$ cat config.mk
export PLATFORM = sky130hd
export DESIGN_NAME = uart_link_arbiter
export DESIGN_NICKNAME = d
export VERILOG_FILES = /design/src/rtl/uart_link_arbiter.sv
export SDC_FILE = /design/constraint.sdc
export NUM_CORES = 1
export LEC_CHECK = 0
export ABC_AREA = 1
export CAP_MARGIN = 15
export CORE_UTILIZATION = 25
export CTS_BUF_LIST = sky130_fd_sc_hd__clkbuf_4 sky130_fd_sc_hd__clkbuf_8 sky130_fd_sc_hd__clkbuf_16
export CTS_CLUSTER_DIAMETER = 80
export CTS_CLUSTER_SIZE = 28
export DETAILED_ROUTE_END_ITERATION = 10
export GPL_ROUTABILITY_DRIVEN = 1
export PLACE_DENSITY_LB_ADDON = 0.05
export SYNTH_ARGS = -nofsm -noshare
export SYNTH_HDL_FRONTEND = slang
export SYNTH_SLANG_ARGS = --single-unit
$ cat constraint.sdc
create_clock -name clk_sis -period 2.6 [get_ports clk_sis]
set_clock_uncertainty 0.2 [all_clocks]
set_input_delay 0.52 -clock clk_sis [delete_from_list [all_inputs] [get_ports clk_sis]]
set_output_delay 0.52 -clock clk_sis [all_outputs]
set_load 0.1 [all_outputs]
$ cat src/rtl/uart_link_arbiter.sv
// Round-robin arbiter that lets two UART requesters share one half-duplex serial line.
// Frames each accepted byte as start + DATA_W bits LSB-first + stop, then holds a turnaround gap.
module uart_link_arbiter #(
    parameter int BIT_CYCLES = 2,
    parameter int TURN_GAP   = 2,
    parameter int DATA_W     = 8
) (
    input  logic              clk_sis,
    input  logic              rst,
    input  logic              valid_0,
    input  logic [DATA_W-1:0] data_0,
    output logic              ready_0,
    output logic              done_0,
    input  logic              valid_1,
    input  logic [DATA_W-1:0] data_1,
    output logic              ready_1,
    output logic              done_1,
    output logic              tx,
    output logic              busy,
    output logic              owner
);

    localparam int BT_W  = (BIT_CYCLES > 1) ? $clog2(BIT_CYCLES) : 1;
    localparam int GT_W  = (TURN_GAP > 1) ? $clog2(TURN_GAP) : 1;
    localparam int CNT_W = (DATA_W > 1) ? $clog2(DATA_W) : 1;

    localparam logic [BT_W-1:0]  BIT_LAST = BT_W'(BIT_CYCLES - 1);
    localparam logic [GT_W-1:0]  GAP_LAST = GT_W'(TURN_GAP - 1);
    localparam logic [CNT_W-1:0] CNT_LAST = CNT_W'(DATA_W - 1);

    typedef enum logic [2:0] {
        S_IDLE  = 3'd0,
        S_START = 3'd1,
        S_DATA  = 3'd2,
        S_STOP  = 3'd3,
        S_GAP   = 3'd4
    } state_t;

    state_t            state_q, state_d;
    logic [DATA_W-1:0] shift_q, shift_d;
    logic [BT_W-1:0]   bit_tmr_q, bit_tmr_d;
    logic [CNT_W-1:0]  bit_cnt_q, bit_cnt_d;
    logic [GT_W-1:0]   gap_tmr_q, gap_tmr_d;
    logic              owner_q, owner_d;
    logic              last_grant_q, last_grant_d;
    logic              done_0_q, done_0_d;
    logic              done_1_q, done_1_d;
    logic              tx_q, tx_d;
    logic              busy_q, busy_d;

    // Ties go to whichever port did not win last; last_grant resets to 1 so port 0 wins first.
    assign ready_0 = (state_q == S_IDLE) & valid_0 & (~valid_1 | last_grant_q);
    assign ready_1 = (state_q == S_IDLE) & valid_1 & (~valid_0 | ~last_grant_q);

    assign done_0 = done_0_q;
    assign done_1 = done_1_q;
    assign tx     = tx_q;
    assign busy   = busy_q;
    assign owner  = owner_q;

    // Next-state, datapath and registered-output computation.
    always_comb begin
        state_d      = state_q;
        shift_d      = shift_q;
        bit_tmr_d    = bit_tmr_q;
        bit_cnt_d    = bit_cnt_q;
        gap_tmr_d    = gap_tmr_q;
        owner_d      = owner_q;
        last_grant_d = last_grant_q;
        done_0_d     = 1'b0;
        done_1_d     = 1'b0;

        case (state_q)
            S_IDLE: begin
                if (ready_0) begin
                    shift_d      = data_0;
                    owner_d      = 1'b0;
                    last_grant_d = 1'b0;
                    bit_tmr_d    = '0;
                    state_d      = S_START;
                end else if (ready_1) begin
                    shift_d      = data_1;
                    owner_d      = 1'b1;
                    last_grant_d = 1'b1;
                    bit_tmr_d    = '0;
                    state_d      = S_START;
                end else begin
                    state_d = S_IDLE;
                end
            end
            S_START: begin
                if (bit_tmr_q == BIT_LAST) begin
                    bit_tmr_d = '0;
                    bit_cnt_d = '0;
                    state_d   = S_DATA;
                end else begin
                    bit_tmr_d = bit_tmr_q + BT_W'(1);
                end
            end
            S_DATA: begin
                if (bit_tmr_q == BIT_LAST) begin
                    bit_tmr_d = '0;
                    shift_d   = shift_q >> 1;
                    if (bit_cnt_q == CNT_LAST) begin
                        state_d = S_STOP;
                    end else begin
                        bit_cnt_d = bit_cnt_q + CNT_W'(1);
                    end
                end else begin
                    bit_tmr_d = bit_tmr_q + BT_W'(1);
                end
            end
            S_STOP: begin
                if (bit_tmr_q == BIT_LAST) begin
                    bit_tmr_d = '0;
                    if (owner_q) begin
                        done_1_d = 1'b1;
                    end else begin
                        done_0_d = 1'b1;
                    end
                    if (TURN_GAP == 0) begin
                        state_d = S_IDLE;
                    end else begin
                        gap_tmr_d = '0;
                        state_d   = S_GAP;
                    end
                end else begin
                    bit_tmr_d = bit_tmr_q + BT_W'(1);
                end
            end
            S_GAP: begin
                if (gap_tmr_q == GAP_LAST) begin
                    state_d = S_IDLE;
                end else begin
                    gap_tmr_d = gap_tmr_q + GT_W'(1);
                end
            end
            default: begin
                state_d = S_IDLE;
            end
        endcase

        // tx is registered, so it is derived from where the FSM is heading.
        case (state_d)
            S_START: tx_d = 1'b0;
            S_DATA:  tx_d = shift_d[0];
            default: tx_d = 1'b1;
        endcase

        busy_d = (state_d != S_IDLE);
    end

    // State and output registers with synchronous reset.
    always_ff @(posedge clk_sis) begin
        if (rst) begin
            state_q      <= S_IDLE;
            shift_q      <= '0;
            bit_tmr_q    <= '0;
            bit_cnt_q    <= '0;
            gap_tmr_q    <= '0;
            owner_q      <= 1'b0;
            last_grant_q <= 1'b1;
            done_0_q     <= 1'b0;
            done_1_q     <= 1'b0;
            tx_q         <= 1'b1;
            busy_q       <= 1'b0;
        end else begin
            state_q      <= state_d;
            shift_q      <= shift_d;
            bit_tmr_q    <= bit_tmr_d;
            bit_cnt_q    <= bit_cnt_d;
            gap_tmr_q    <= gap_tmr_d;
            owner_q      <= owner_d;
            last_grant_q <= last_grant_d;
            done_0_q     <= done_0_d;
            done_1_q     <= done_1_d;
            tx_q         <= tx_d;
            busy_q       <= busy_d;
        end
    end

endmodule
; ---- After elaboration in Yosys (flattened, before gate mapping)
; Cells that the tools add are included.
[classes]
addsub = 3
n_eq_ne = 12
n_mux = 28
bitwise_logic = 11
reduce_logical = 14
[ops]
columns = op, n
row1 = 2-to-1 mux 3 bit, 8
row2 = 2-to-1 mux 8 bit, 3
row3 = case mux 8 bit (2 select lines), 1
row4 = case mux 3 bit (5 select lines), 1
row5 = 2-to-1 mux 1 bit, 11
row6 = nonzero test 2 bit, 5
row7 = == test 3 x 2 -> 1 bit (second input constant), 3
row8 = != test 2 bit (second input constant), 4
row9 = == test 3 x 1 -> 1 bit (second input constant), 2
row10 = == test 3 bit (second input constant), 2
row11 = case mux 1 bit (2 select lines), 3
row12 = case mux 3 bit (2 select lines), 1
row13 = AND reduction 2 bit, 3
row14 = OR reduction 3 bit, 2
row15 = NOT 1 bit, 5
row16 = AND 1 bit, 4
row17 = AND reduction 4 bit, 1
row18 = adder 3 x 1 -> 3 bit (second input constant), 1
row19 = zero test 3 bit, 1
row20 = != test 3 bit (second input constant), 1
row21 = AND reduction 3 bit, 1
row22 = nonzero test 3 bit, 1
row23 = adder 1 bit (second input constant), 2
row24 = OR 1 bit, 2
[totals]
reg_bits = 22
in_bits = 20
out_inout_bits = 7
wordCells = 80

; ---- Logic depth before layout (Yosys ltp)
; Gate-level depths: netlist of run 1.
[logic_depth]
depth_word = 8
ltp_mapped = 10
ltp_nobuf = 9

; ---- Least setup slack after synthesis of run 1
; OpenSTA, ideal clock, no wires.
[synth_path]
path_type = input to output
start = input port valid_0
end = output port ready_1
arrival_time_ps = 1088
t_required_ps = 1880
path_slack_ps = 792
cell_stages = 4
n_path_buf = 1
cell_sequence = nand2_1 -> nand2_1 -> nor2_4 -> buf_6
[synth_via]
elab_chain_len = 3
[synth_rtl]
columns = element, line_no
row1 = from (decl), 10  ; input logic valid_0,
row2 = NOT 1 bit, 53  ; assign ready_1 = (state_q == S_IDLE) & valid_1 & (~valid_0 | ~last_grant_q);
row3 = OR 1 bit, 53
row4 = AND 1 bit, 53
row5 = to (decl), 16  ; output logic ready_1,
; No other way between the ends.

; ---- Worst setup path in the final report of run 1
; Same ends and word-level chain as after synthesis.

==> key figures, run 1 <==
Timing
  • Slew @ Worst Pin: 311 ps
  • Final min period: roughly 2400 ps
  • Slew Viols, Final: 0
  • Setup TNS: 0 ps
  • Final Cycle Share: between 90% and 100%
  • # setup viols final: 0
  • Final hold vios: 0
  • RSZ-0062 raised after global routing: no
  • Peak Freq: 423 MHz
  • Max transition margin: approximately four fifths

Global route
  • First-pass GRT wire length: about 4700 µm
  • Number of global-route vias before repair: approximately 1,100
  • Initial antenna violation count: 0
  • Total GRT Usage: roughly an eighth
  • GR Overflow Total: 0
  • Largest net degree at the start of global routing: 16

Clocking
  • Post-cts sizing count: 0
  • Clk slew on worst S/H paths: approximately 80 ps
  • Hold Buf Count CTS: 0
  • Clock root buffer: clkbuf_8
  • Setup bufs post-CTS: 0
  • TritonCTS buffer count: 3
  • CTS H-tree lvls: 1
  • CTS Sinks: 22
  • CTS tree: yes
  • Clk buf depth: 2
  • Clock Latency Late Sink: 260 ps

Synthesis
  • Dominant synthesized flop cell: dfxtp_1
  • Seq/Total Area, Yosys: a little under two fifths
  • Gate Count Post-Synth: approximately 160
  • #FFs+latches synth: 22
  • Post-synth top cells: 52 x nand2_1, 22 x a21oi_1, 22 x dfxtp_1
  • Mapped cell area: between 0.001 and 0.0015 mm²
  • Async SR Flop Fraction: 0%
  • Unique masters post-synth: 28
  • Avg Cell Area, Syn: 7.30 µm²
  • Yosys synthesis warning count: 0
  • Synth Net Count: between 150 and 200
  • Post-synth top area share: between 30% and 40%
  • Count leader, synth: nand2_1
  • EDFF count, synth: 0
  • Area contributors post-synth: dfxtp_1 38%, nand2_1 17%, a21oi_1 9.5%
  • Synth area leader: dfxtp_1

Critical path
  • Critical path data arrival time: roughly 1700 ps
  • CP endpoint kind: primary output
  • Startpoint types: input port
  • Max FO, Critical Path: 9
  • Critical path, cell by cell: clkdlybuf4s50_1 -> nand2_1 -> nand2_1 -> nor2_4 -> buf_12
  • Worst Path Required: roughly 1900 ps
  • CP max stage delay: ~460 ps
  • Most used cell, CP: nand2_1
  • Slowest-stage cell, CP: clkdlybuf4s50_1
  • Setup CP Type: in -> out

Pwr
  • Leakage: 0.687 nW
  • Max VDD drop: 212 µV
  • Power Density: approximately 650 mW/mm²

Detailed routing
  • Total routed wirelength: roughly 2600 µm
  • DRT iter0 DRCs: 32
  • Routed Antenna Nets: 0
  • DRT Pass-1 Iters: 4
  • Vias per cell: between 4 and 5
  • Routed length per placed instance: roughly 11 µm
  • DRC: 0
  • Vias post-DR: between 1,000 and 1,500

Die
  • Io pins: 27
  • Std cell rows: 24
  • Die Footprint: between 0.004 and 0.005 mm²
  • Chip height: approximately 70 µm
  • Die width: ~70 µm
  • Core ar.: 0.00438 mm²
  • Initial Util: 26.3%

Layout
  • Share of post-route cells with drive strength above 1: approximately 17%
  • Design area: between 0.0015 and 0.002 mm²
  • Nets: approximately 210
  • Area Growth Syn to Fin: 33.3%
  • N_diodes: 0

Job
  • Max Cap Viol: 0

Status
  • Status: finished, final reports clean

Place
  • Dpl cell area: approximately 0.0015 mm²
  • Final HPWL DP: just over 2000 µm
  • # port buffers: 26
  • Routability cong.: around 0.77

Worst hold path
  • Worst hold path class: reg -> reg
-- area by class of cell --
| type | instances | area [µm²] |
|---|---|---|
| well taps | 52 | 65.1 |
| inverters | 13 | 48.8 |
| flip-flops and latches | 22 | 440 |
| repair buffers | 30 | 298 |
| multi-input cells | 119 | 631 |
| clock buffers | 4 | 55.1 |
| fillers | 469 | 2850 |
-- power breakdown --
part | total [mW] | internal, mW | switching, mW
Combinational | 0.351 | 0.126 | 0.225
Sequential | 0.396 | 0.372 | 0.0243
Clock | 0.247 | 0.135 | 0.112
-- per-stage QoR --
step	utilization [%]	instances	setup WS [ps]	hold WS, ps	power [mW]
finish	35.1	240	234	267	0.994
CTS	35.1	240	219	267	1.01
global route	35.1	240	117	280	1.06
detailed placement	33.8	236	221	255	0.760
global placement	33.8	236	242	244	0.758
floorplan	-	158	792	236	0.661
-- cells by family after synthesis --
kind of cell / count (synthesis) / synth area share, %
AOI/OAI and AO/OA: 28 / 13.7
and+or+nand+nor: 89 / 38.8
buffers and inverters: 17 / 7.16
adders and majority gates: 2 / 2.17
DFF: 22 / 38.2
-- worst paths after layout --
kind,startpoint,to,slack (ps),depth (start not counted)
max,valid_0,ready_1,230,5
min,gap_tmr_q,gap_tmr_q,270,2
max reg2reg,state_q[2],shift_q[3],810,7
min reg2reg,gap_tmr_q,gap_tmr_q,270,2
-- worst max-delay path: cells and delay by family --
family	cells	cell delay, ps
buf+inv	2	670
simple gates	3	460
-- flip-flops by register name, indices dropped and copies added (netlist names) --
name          flops
bit_cnt_q         3
owner             1
done_1            1
state_q           3
shift_q           8
bit_tmr_q         1
busy              1
gap_tmr_q         1
last_grant_q      1
done_0            1
tx                1
-- layout by cell type, fill, tap and decap left out, types with 2 or more instances in the layout --
master / count
nand3b_1: 2
a21oi_1: 22
nand4_1: 3
clkbuf_8: 4
nor2_4: 4
nand2_1: 52
nor2_2: 2
inv_1: 11
nor2_1: 14
clkdlybuf4s50_1: 19
o21ai_0: 3
inv_2: 2
nand3_1: 3
buf_12: 2
ha_1: 2
nand2_4: 2
dfxtp_1: 22
buf_4: 9
-- metal layers --
metal,share of wire (%),vias up,track usage [%]
met2,47,17,20.9
li1,-,568,-
met4,0.96,0,2.67
met3,3.9,5,3.46
met1,48,453,15.2
met5,0,-,0
Note: power is estimated with default switching activity, not from simulation.
==> inputs of run 2 (changes only) <==
Settings changed: SLEW_MARGIN from default to 40.
==> results of run 2 <==
The final DEF is identical to that of run 1; final timing and power are the same.
